$ cat config.mk
export PLATFORM = sky130hd
export DESIGN_NAME = cpu_controller_flat
export DESIGN_NICKNAME = d
export VERILOG_FILES = /design/src/rtl/cpu_controller_if.sv /design/src/rtl/cpu_controller.sv /design/src/flat_wrapper.sv
export SDC_FILE = /design/constraint.sdc
export NUM_CORES = 1
export LEC_CHECK = 0
export BUFFER_PORTS_ARGS = -buffer_cell sky130_fd_sc_hd__buf_2
export CAP_MARGIN = 5
export CORE_ASPECT_RATIO = 1.75
export CORE_MARGIN = 4
export CORE_UTILIZATION = 50
export CTS_BUF_LIST = sky130_fd_sc_hd__clkbuf_4
export DETAILED_ROUTE_END_ITERATION = 7
export PLACE_DENSITY_LB_ADDON = 0.15
export SLEW_MARGIN = 15
export SYNTH_ARGS = -nofsm -noshare
export SYNTH_HDL_FRONTEND = slang
export SYNTH_SLANG_ARGS = --single-unit
$ cat constraint.sdc
create_clock -name clk -period 4.5 [get_ports clk]
set_clock_uncertainty 0.2 [all_clocks]
set_input_delay 0.9 -clock clk [delete_from_list [all_inputs] [get_ports clk]]
set_output_delay 0.9 -clock clk [all_outputs]
set_load 0.02 [all_outputs]
$ cat src/rtl/cpu_controller_if.sv
// Memory handshake between the CPU control unit and program/data memory.
// The controller is the master: it raises rd/wr and memory answers with ready.
interface cpu_controller_if;
  logic mem_rd;
  logic mem_wr;
  logic mem_ready;

  modport master (
    output mem_rd,
    output mem_wr,
    input  mem_ready
  );

  modport slave (
    input  mem_rd,
    input  mem_wr,
    output mem_ready
  );
endinterface

$ cat src/rtl/cpu_controller.sv
// Multi-cycle fetch/decode/execute sequencer for the 8-bit accumulator CPU.
// Optional single-step mode is enabled with `define CPU_CTRL_STEP_EN.
module cpu_controller #(
  parameter int MEM_TIMEOUT = 15,
  parameter int CNT_W       = 16
) (
  input  logic             clk,
  input  logic             rst,
`ifdef CPU_CTRL_STEP_EN
  input  logic             i_step,
  output logic             o_paused,
`endif
  input  logic [1:0]       i_op_code,
  cpu_controller_if.master mem,
  output logic             o_ir_on_adr,
  output logic             o_pc_on_adr,
  output logic             o_ld_ir,
  output logic             o_ld_ac,
  output logic             o_ld_pc,
  output logic             o_inc_pc,
  output logic             o_clr_pc,
  output logic             o_pass_add,
  output logic             o_fault,
  output logic [CNT_W-1:0] o_instr_count
);

  typedef enum logic [3:0] {
    S_RESET,
    S_FETCH,
    S_DECODE,
    S_LDA,
    S_ADD,
    S_STA,
    S_JMP,
`ifdef CPU_CTRL_STEP_EN
    S_PAUSE,
`endif
    S_FAULT
  } state_t;

  localparam logic [7:0] TIMEOUT_LAST = 8'(MEM_TIMEOUT - 1);

`ifdef CPU_CTRL_STEP_EN
  localparam state_t S_AFTER = S_PAUSE;
`else
  localparam state_t S_AFTER = S_FETCH;
`endif

  state_t           r_state;
  state_t           w_next;
  logic [7:0]       r_waitCnt;
  logic [CNT_W-1:0] r_instrCount;
  logic             w_retire;
  logic             w_memState;
  logic             w_timeout;
  logic             w_stepRise;

`ifdef CPU_CTRL_STEP_EN
  logic r_stepPrev;

  always_ff @(posedge clk or posedge rst) begin
    if (rst) r_stepPrev <= 1'b0;
    else     r_stepPrev <= i_step;
  end

  assign w_stepRise = i_step & ~r_stepPrev;
`else
  assign w_stepRise = 1'b0;
`endif

  assign w_memState = (r_state == S_FETCH) || (r_state == S_LDA) || (r_state == S_STA);
  assign w_timeout  = (r_waitCnt == TIMEOUT_LAST);

  always_ff @(posedge clk or posedge rst) begin
    if (rst) r_state <= S_RESET;
    else     r_state <= w_next;
  end

  // Timeout on the cycle that would make the wait count reach MEM_TIMEOUT.
  always_comb begin
    w_next   = r_state;
    w_retire = 1'b0;
    case (r_state)
      S_RESET:  w_next = S_AFTER;
      S_FETCH: begin
        if (mem.mem_ready)  w_next = S_DECODE;
        else if (w_timeout) w_next = S_FAULT;
      end
      S_DECODE: begin
        case (i_op_code)
          2'b00:   w_next = S_LDA;
          2'b01:   w_next = S_ADD;
          2'b10:   w_next = S_STA;
          default: w_next = S_JMP;
        endcase
      end
      S_LDA, S_STA: begin
        if (mem.mem_ready) begin
          w_next   = S_AFTER;
          w_retire = 1'b1;
        end else if (w_timeout) begin
          w_next = S_FAULT;
        end
      end
      S_ADD, S_JMP: begin
        w_next   = S_AFTER;
        w_retire = 1'b1;
      end
`ifdef CPU_CTRL_STEP_EN
      S_PAUSE: if (w_stepRise) w_next = S_FETCH;
`endif
      S_FAULT:  w_next = S_FAULT;
      default:  w_next = S_RESET;
    endcase
  end

  always_comb begin
    o_ir_on_adr = 1'b0;
    o_pc_on_adr = 1'b0;
    o_ld_ir     = 1'b0;
    o_ld_ac     = 1'b0;
    o_ld_pc     = 1'b0;
    o_inc_pc    = 1'b0;
    o_clr_pc    = 1'b0;
    o_pass_add  = 1'b0;
    o_fault     = 1'b0;
    mem.mem_rd  = 1'b0;
    mem.mem_wr  = 1'b0;
`ifdef CPU_CTRL_STEP_EN
    o_paused    = 1'b0;
`endif
    if (rst) begin
      o_clr_pc = 1'b1;
    end else begin
      case (r_state)
        S_RESET:  o_clr_pc = 1'b1;
        S_FETCH: begin
          o_pc_on_adr = 1'b1;
          mem.mem_rd  = 1'b1;
          o_ld_ir     = mem.mem_ready;
        end
        S_DECODE: o_inc_pc = 1'b1;
        S_LDA: begin
          o_ir_on_adr = 1'b1;
          mem.mem_rd  = 1'b1;
          o_ld_ac     = mem.mem_ready;
        end
        S_ADD: begin
          o_pass_add = 1'b1;
          o_ld_ac    = 1'b1;
        end
        S_STA: begin
          o_ir_on_adr = 1'b1;
          mem.mem_wr  = 1'b1;
        end
        S_JMP:    o_ld_pc = 1'b1;
`ifdef CPU_CTRL_STEP_EN
        S_PAUSE:  o_paused = 1'b1;
`endif
        S_FAULT:  o_fault = 1'b1;
        default: ;
      endcase
    end
  end

  // Restart the wait count on every state change and on each acknowledge.
  always_ff @(posedge clk or posedge rst) begin
    if (rst)
      r_waitCnt <= 8'd0;
    else if ((w_next != r_state) || !w_memState || mem.mem_ready)
      r_waitCnt <= 8'd0;
    else
      r_waitCnt <= r_waitCnt + 8'd1;
  end

  always_ff @(posedge clk or posedge rst) begin
    if (rst)           r_instrCount <= '0;
    else if (w_retire) r_instrCount <= r_instrCount + CNT_W'(1);
  end

  assign o_instr_count = r_instrCount;

endmodule

$ cat src/flat_wrapper.sv
// flat-port wrapper written by rule: the top's interface ports become plain ports
module cpu_controller_flat 
#(
  parameter int MEM_TIMEOUT = 15,
  parameter int CNT_W       = 16
)
  (clk, rst, i_op_code, o_ir_on_adr, o_pc_on_adr, o_ld_ir, o_ld_ac, o_ld_pc, o_inc_pc, o_clr_pc, o_pass_add, o_fault, o_instr_count, mem_mem_rd, mem_mem_wr, mem_mem_ready);
  cpu_controller_if mem_i ();
  input  logic clk;
  input  logic rst;
  input  logic [1:0] i_op_code;
  output logic o_ir_on_adr;
  output logic o_pc_on_adr;
  output logic o_ld_ir;
  output logic o_ld_ac;
  output logic o_ld_pc;
  output logic o_inc_pc;
  output logic o_clr_pc;
  output logic o_pass_add;
  output logic o_fault;
  output logic [CNT_W-1:0] o_instr_count;
  output wire logic [$bits(mem_i.mem_rd)-1:0] mem_mem_rd;
  output wire logic [$bits(mem_i.mem_wr)-1:0] mem_mem_wr;
  input wire logic [$bits(mem_i.mem_ready)-1:0] mem_mem_ready;
  assign mem_mem_rd = mem_i.mem_rd;
  assign mem_mem_wr = mem_i.mem_wr;
  assign mem_i.mem_ready = mem_mem_ready;
  cpu_controller #(.MEM_TIMEOUT(MEM_TIMEOUT), .CNT_W(CNT_W)) u_core (.clk(clk), .rst(rst), .i_op_code(i_op_code), .mem(mem_i), .o_ir_on_adr(o_ir_on_adr), .o_pc_on_adr(o_pc_on_adr), .o_ld_ir(o_ld_ir), .o_ld_ac(o_ld_ac), .o_ld_pc(o_ld_pc), .o_inc_pc(o_inc_pc), .o_clr_pc(o_clr_pc), .o_pass_add(o_pass_add), .o_fault(o_fault), .o_instr_count(o_instr_count));
endmodule
== Word-level counts from Yosys, hierarchy flattened ==
Cells that the tools add are included.
Storage, ports and cells
  flip-flop bits (word level): 28
  input port bits: 5
Cells by class
  $add $sub $neg: 2
  equal/unequal tests: 11
  multiplexer cells: 30
  reduce and logical (&&, ||, !) cells: 11
Operators by type and width (count)
  1-bit 2-to-1 mux: 22
  4-bit one-hot mux with 5 select lines: 1
  16-bit by 1-bit adder with 16-bit output (second input constant): 1
  4-bit by 3-bit == test with 1-bit output (second input constant): 4
  4-bit 2-to-1 mux: 3
  3-bit one-hot mux with 3 select lines: 1
  8-bit by 1-bit adder with 8-bit output (second input constant): 1
  4-bit by 2-bit == test with 1-bit output (second input constant): 2
  8-bit by 4-bit == test with 1-bit output (second input constant): 1
  8-bit 2-to-1 mux: 1
  2-bit OR reduction: 3
  4-bit by 1-bit == test with 1-bit output (second input constant): 1
  4-bit logical NOT: 1
  1-bit logical OR: 4
  4-bit inequality test: 1
  1-bit one-hot mux with 2 select lines: 2
  3-bit OR reduction: 1
  2-bit by 1-bit == test with 1-bit output (second input constant): 1
  2-bit == test (second input constant): 1
  2-bit logical NOT: 1
  1-bit logical NOT: 1

== Longest topological paths before layout ==
  word-level depth: 8
  mapped depth: 6
  gate-level depth less buffers: 6

== Least setup slack after synthesis ==
Ideal clock, no wire load.
  path kind: input -> output
  start: in rst
  end: out o_clr_pc
  arrival: 1.879 ns
  data required time: 3.400 ns
  path slack: 1.521 ns
  cell stages on the path: 2
  cells stage by stage: inv_1 > o41ai_1
On the way
  word-level cells in the longest chain between the ends: 1
RTL lines
  start, declared: RTL line flat_wrapper.sv:10  | input logic rst;
  1-bit 2-to-1 mux: RTL line cpu_controller.sv:132  | if (rst) begin
  end, declared: RTL line flat_wrapper.sv:18  | output logic o_clr_pc;
No other way between the ends.

== Worst setup path in the final report ==
Same ends and word-level chain as after synthesis.

==> impl_metrics.py <==
metrics = {
    "run_status": {
        "outcome": "completed",
    },
    "sta": {
        "post-route-period-util_pct": 62.9,
        "worst_pin_slew_ns": 0.620,
        "hold_viol_final": 0,
        "layout_min_cycle_time_ns": 2.83,
        "max_freq_mhz": 354,
        "rsz0062_at_grt": "false",
        "finalSetupViolations": 0,
        "fin_setup_tns_ns": 0,
        "drv_slew": 0,
        "relSlewSlack_pct": 58.7,
    },
    "critical_path": {
        "critPathArrivalTime_ns": 1.73,
        "critPathSlowestCell": "buf_4",
        "critPathTopFamily": "buffers and inverters",
        "end_kind": "output pin",
        "r2r-start": "u_core.r_state[2]$_DFF_PP0_",
        "slowest_delay_ns": 0.32,
        "crit_fanout": 29,
        "cp_num_buf_inv": 4,
        "crit_top_cell": "buf_2",
        "crit_chain": "buf_2 -> inv_1 -> buf_4 -> o41ai_1 -> buf_2",
        "criticalPathCategory": "primary input to output pin",
        "critPathLaunch": "rst",
        "crit_path_start_kind": "primary input",
        "cp.required_ns": 3.40,
    },
    "place": {
        "dp_hpwl_um": 2250,
        "gp_congestion": 0.816,
        "placed_cells": 204,
        "portBuffers": 31,
    },
    "cts": {
        "cts_root_buf": "clkbuf_4",
        "postCtsSetupBuffers": 0,
        "cts_sinks": 28,
        "clk_pin_slew_ns": 0.14,
        "clk_path_buf_depth": 2,
        "htreeDepth": 1,
        "cts.repair.resized": 0,
        "clock_latency_ns": 0.32,
        "cts_hold_buf": 0,
        "numCtsBuffers": 3,
        "cts_tree": "yes",
    },
    "die": {
        "io_pins": 32,
        "die_area_mm2": 0.00406,
        "start_util_pct": 52.4,
        "core_mm2": 0.00293,
        "dieWidth_um": 49.9,
        "rows": 26,
        "die_h_um": 81.3,
    },
    "final_layout": {
        "antenna_cells": 0,
        "drive_above_1_share_pct": 23.3,
        "fin_cells": 208,
        "syn_to_final_growth_pct": 14.5,
        "n_fill_cell": 264,
        "layout.nets": 191,
    },
    "routing": {
        "dr.pass1.iters": 4,
        "route.vias.total": 1159,
        "drc": 0,
        "drt_iter0_markers": 25,
        "routedWlPerCell_um": 14.4,
        "drtAntennaViolNets": 0,
        "drt_wl_total_um": 3000,
        "via_per_inst": 5.57,
    },
    "yosys": {
        "synth-edff-count": 0,
        "yosysSeqAreaShare_pct": 45.6,
        "postSynthCellCount": 150,
        "synthArstFlopShare_pct": 100,
        "synth.most_common_cell": "dfrtp_1",
        "avgSynthCellArea_um2": 10.2,
        "synth_top_area_share_pct": 45.6,
        "yosys-top-cells-count": "28 x dfrtp_1, 18 x xnor2_1, 14 x nor2_1, 13 x nand2_1, 10 x nand3_1",
        "synth_warnings": 0,
        "synth.ff_latch_count": 28,
        "synth_cell_types": 40,
        "synthTopCellsByArea": "dfrtp_1 46%, xnor2_1 10%, ha_1 4.1%",
        "synth.largest_area_cell": "dfrtp_1",
        "ys.flop_type": "dfrtp_1",
        "syn-cell-area_mm2": 0.00154,
        "syn_nets": 160,
    },
    "global_routing": {
        "grt_pass1_vias": 1184,
        "grt.overflow.total": 0,
        "grt_start_max_net_pins": 30,
        "grt_pass1_wl_um": 5060,
        "grtUsageTotal_pct": 16.0,
        "antenna_found_initial": 0,
    },
    "hold_path": {
        "worst_hold_startpoint": "u_core.o_instr_count[15]$_DFFE_PP0P_",
        "hold_class": "flop to flop",
    },
    "power_and_ir_drop": {
        "pwr-share-clk_pct": 28.5,
        "switchingPower_uw": 169,
        "p_per_area_mw_per_mm2": 325,
        "ir_worst_vdd_mv": 0.212,
        "p_sw_share_pct": 29.5,
        "internal-power_uw": 403,
        "leakage_uw": 0.000849,
        "pwr-share-seq_pct": 52.7,
        "p_comb_share_pct": 18.8,
    },
    "job": {
        "maxCapViolations": 0,
    },
}
-- per-stage QoR --
step | hold slack, ns | util, % | total power, µW | setup WS, ns | area, µm²
2_1_floorplan | 0.272 | - | 374 | 1.52 | 1540
3_3_place_gp | 0.256 | 58.2 | 405 | 1.67 | 1710
3_5_place_dp | 0.258 | 58.2 | 416 | 1.63 | 1710
6_report | 0.276 | 60.0 | 571 | 1.67 | 1760
4_1_cts | 0.282 | 60.0 | 580 | 1.62 | 1760
5_1_grt | 0.308 | 60.0 | 602 | 1.52 | 1760
-- worst reg2reg max path, delay by kind of cell (launching register included) --
family,cells,cell delay [ns]
DFF,1,0.77
and+or+nand+nor,2,0.45
xor gates and xnor gates,1,0.15
AOI/OAI and AO/OA,1,0.54
-- sequential cells by signal (all words and copies together) (netlist names) --
signal	cells
u_core.o_instr_count	16
u_core.r_waitCnt	8
u_core.r_state	4
-- cells by family after synthesis --
group | share of synthesized area, %
mux | 0.733
compound gates | 9.54
simple gates | 23.5
buf+inv | 3.75
other cells | 0.244
fa+ha+maj | 4.07
flops | 45.6
xor+xnor | 12.6
-- final timing paths --
kind	to	slack (ns)	depth (start not counted)
worst max register to register	u_core.o_instr_count[12]$_DFFE_PP0P_	2.30	4
worst min-delay path	u_core.o_instr_count[15]$_DFFE_PP0P_	0.28	1
min in group asynchronous	u_core.r_waitCnt[7]$_DFF_PP0_	0.46	3
worst max-delay path	o_clr_pc	1.67	5
max in group asynchronous	u_core.o_instr_count[11]$_DFFE_PP0P_	3.38	3
worst min register to register	u_core.o_instr_count[15]$_DFFE_PP0P_	0.28	1
-- per-layer routing --
layer | global-route usage [%] | part of all wire (%)
met2 | 30.2 | 54
met1 | 17.0 | 41
met3 | 2.20 | 3.9
met5 | 0 | 0
met4 | 7.76 | 0.97
-- placed cells by master, fill, tap and decap left out, types with 3 or more instances in the layout --
cell type	netlist	routed
buf_2	1	31
dfrtp_1	28	28
xnor2_1	18	18
nor2_1	14	14
nand2_1	13	13
nand3_1	10	10
inv_1	8	8
nor3_1	5	5
ha_1	5	5
and3_1	4	4
xor2_1	4	4
nand2b_1	3	3
nand4_1	3	3
clkbuf_4	0	3
-- cell type report --
type	count	area [µm²]	area share (%)
clock inverters	1	30.0	1.71
well taps	28	35.0	1.99
flip-flops and latches	28	701	39.9
inverters	8	30.0	1.71
clock buffers	3	22.5	1.28
multi-input cells	108	777	44.2
repair buffers	32	163	9.25
-- power by group through the flow --
stage | clock [µW] | sequential [µW] | combinational (µW)
final | 163 | 301 | 107
after global routing | 178 | 305 | 119
after CTS | 168 | 301 | 110
after detailed placement | 0 | 306 | 110
after global placement | 0 | 303 | 103
after floorplan | 0 | 318 | 56.5
No activity file was read; power rests on OpenSTA's default activity.
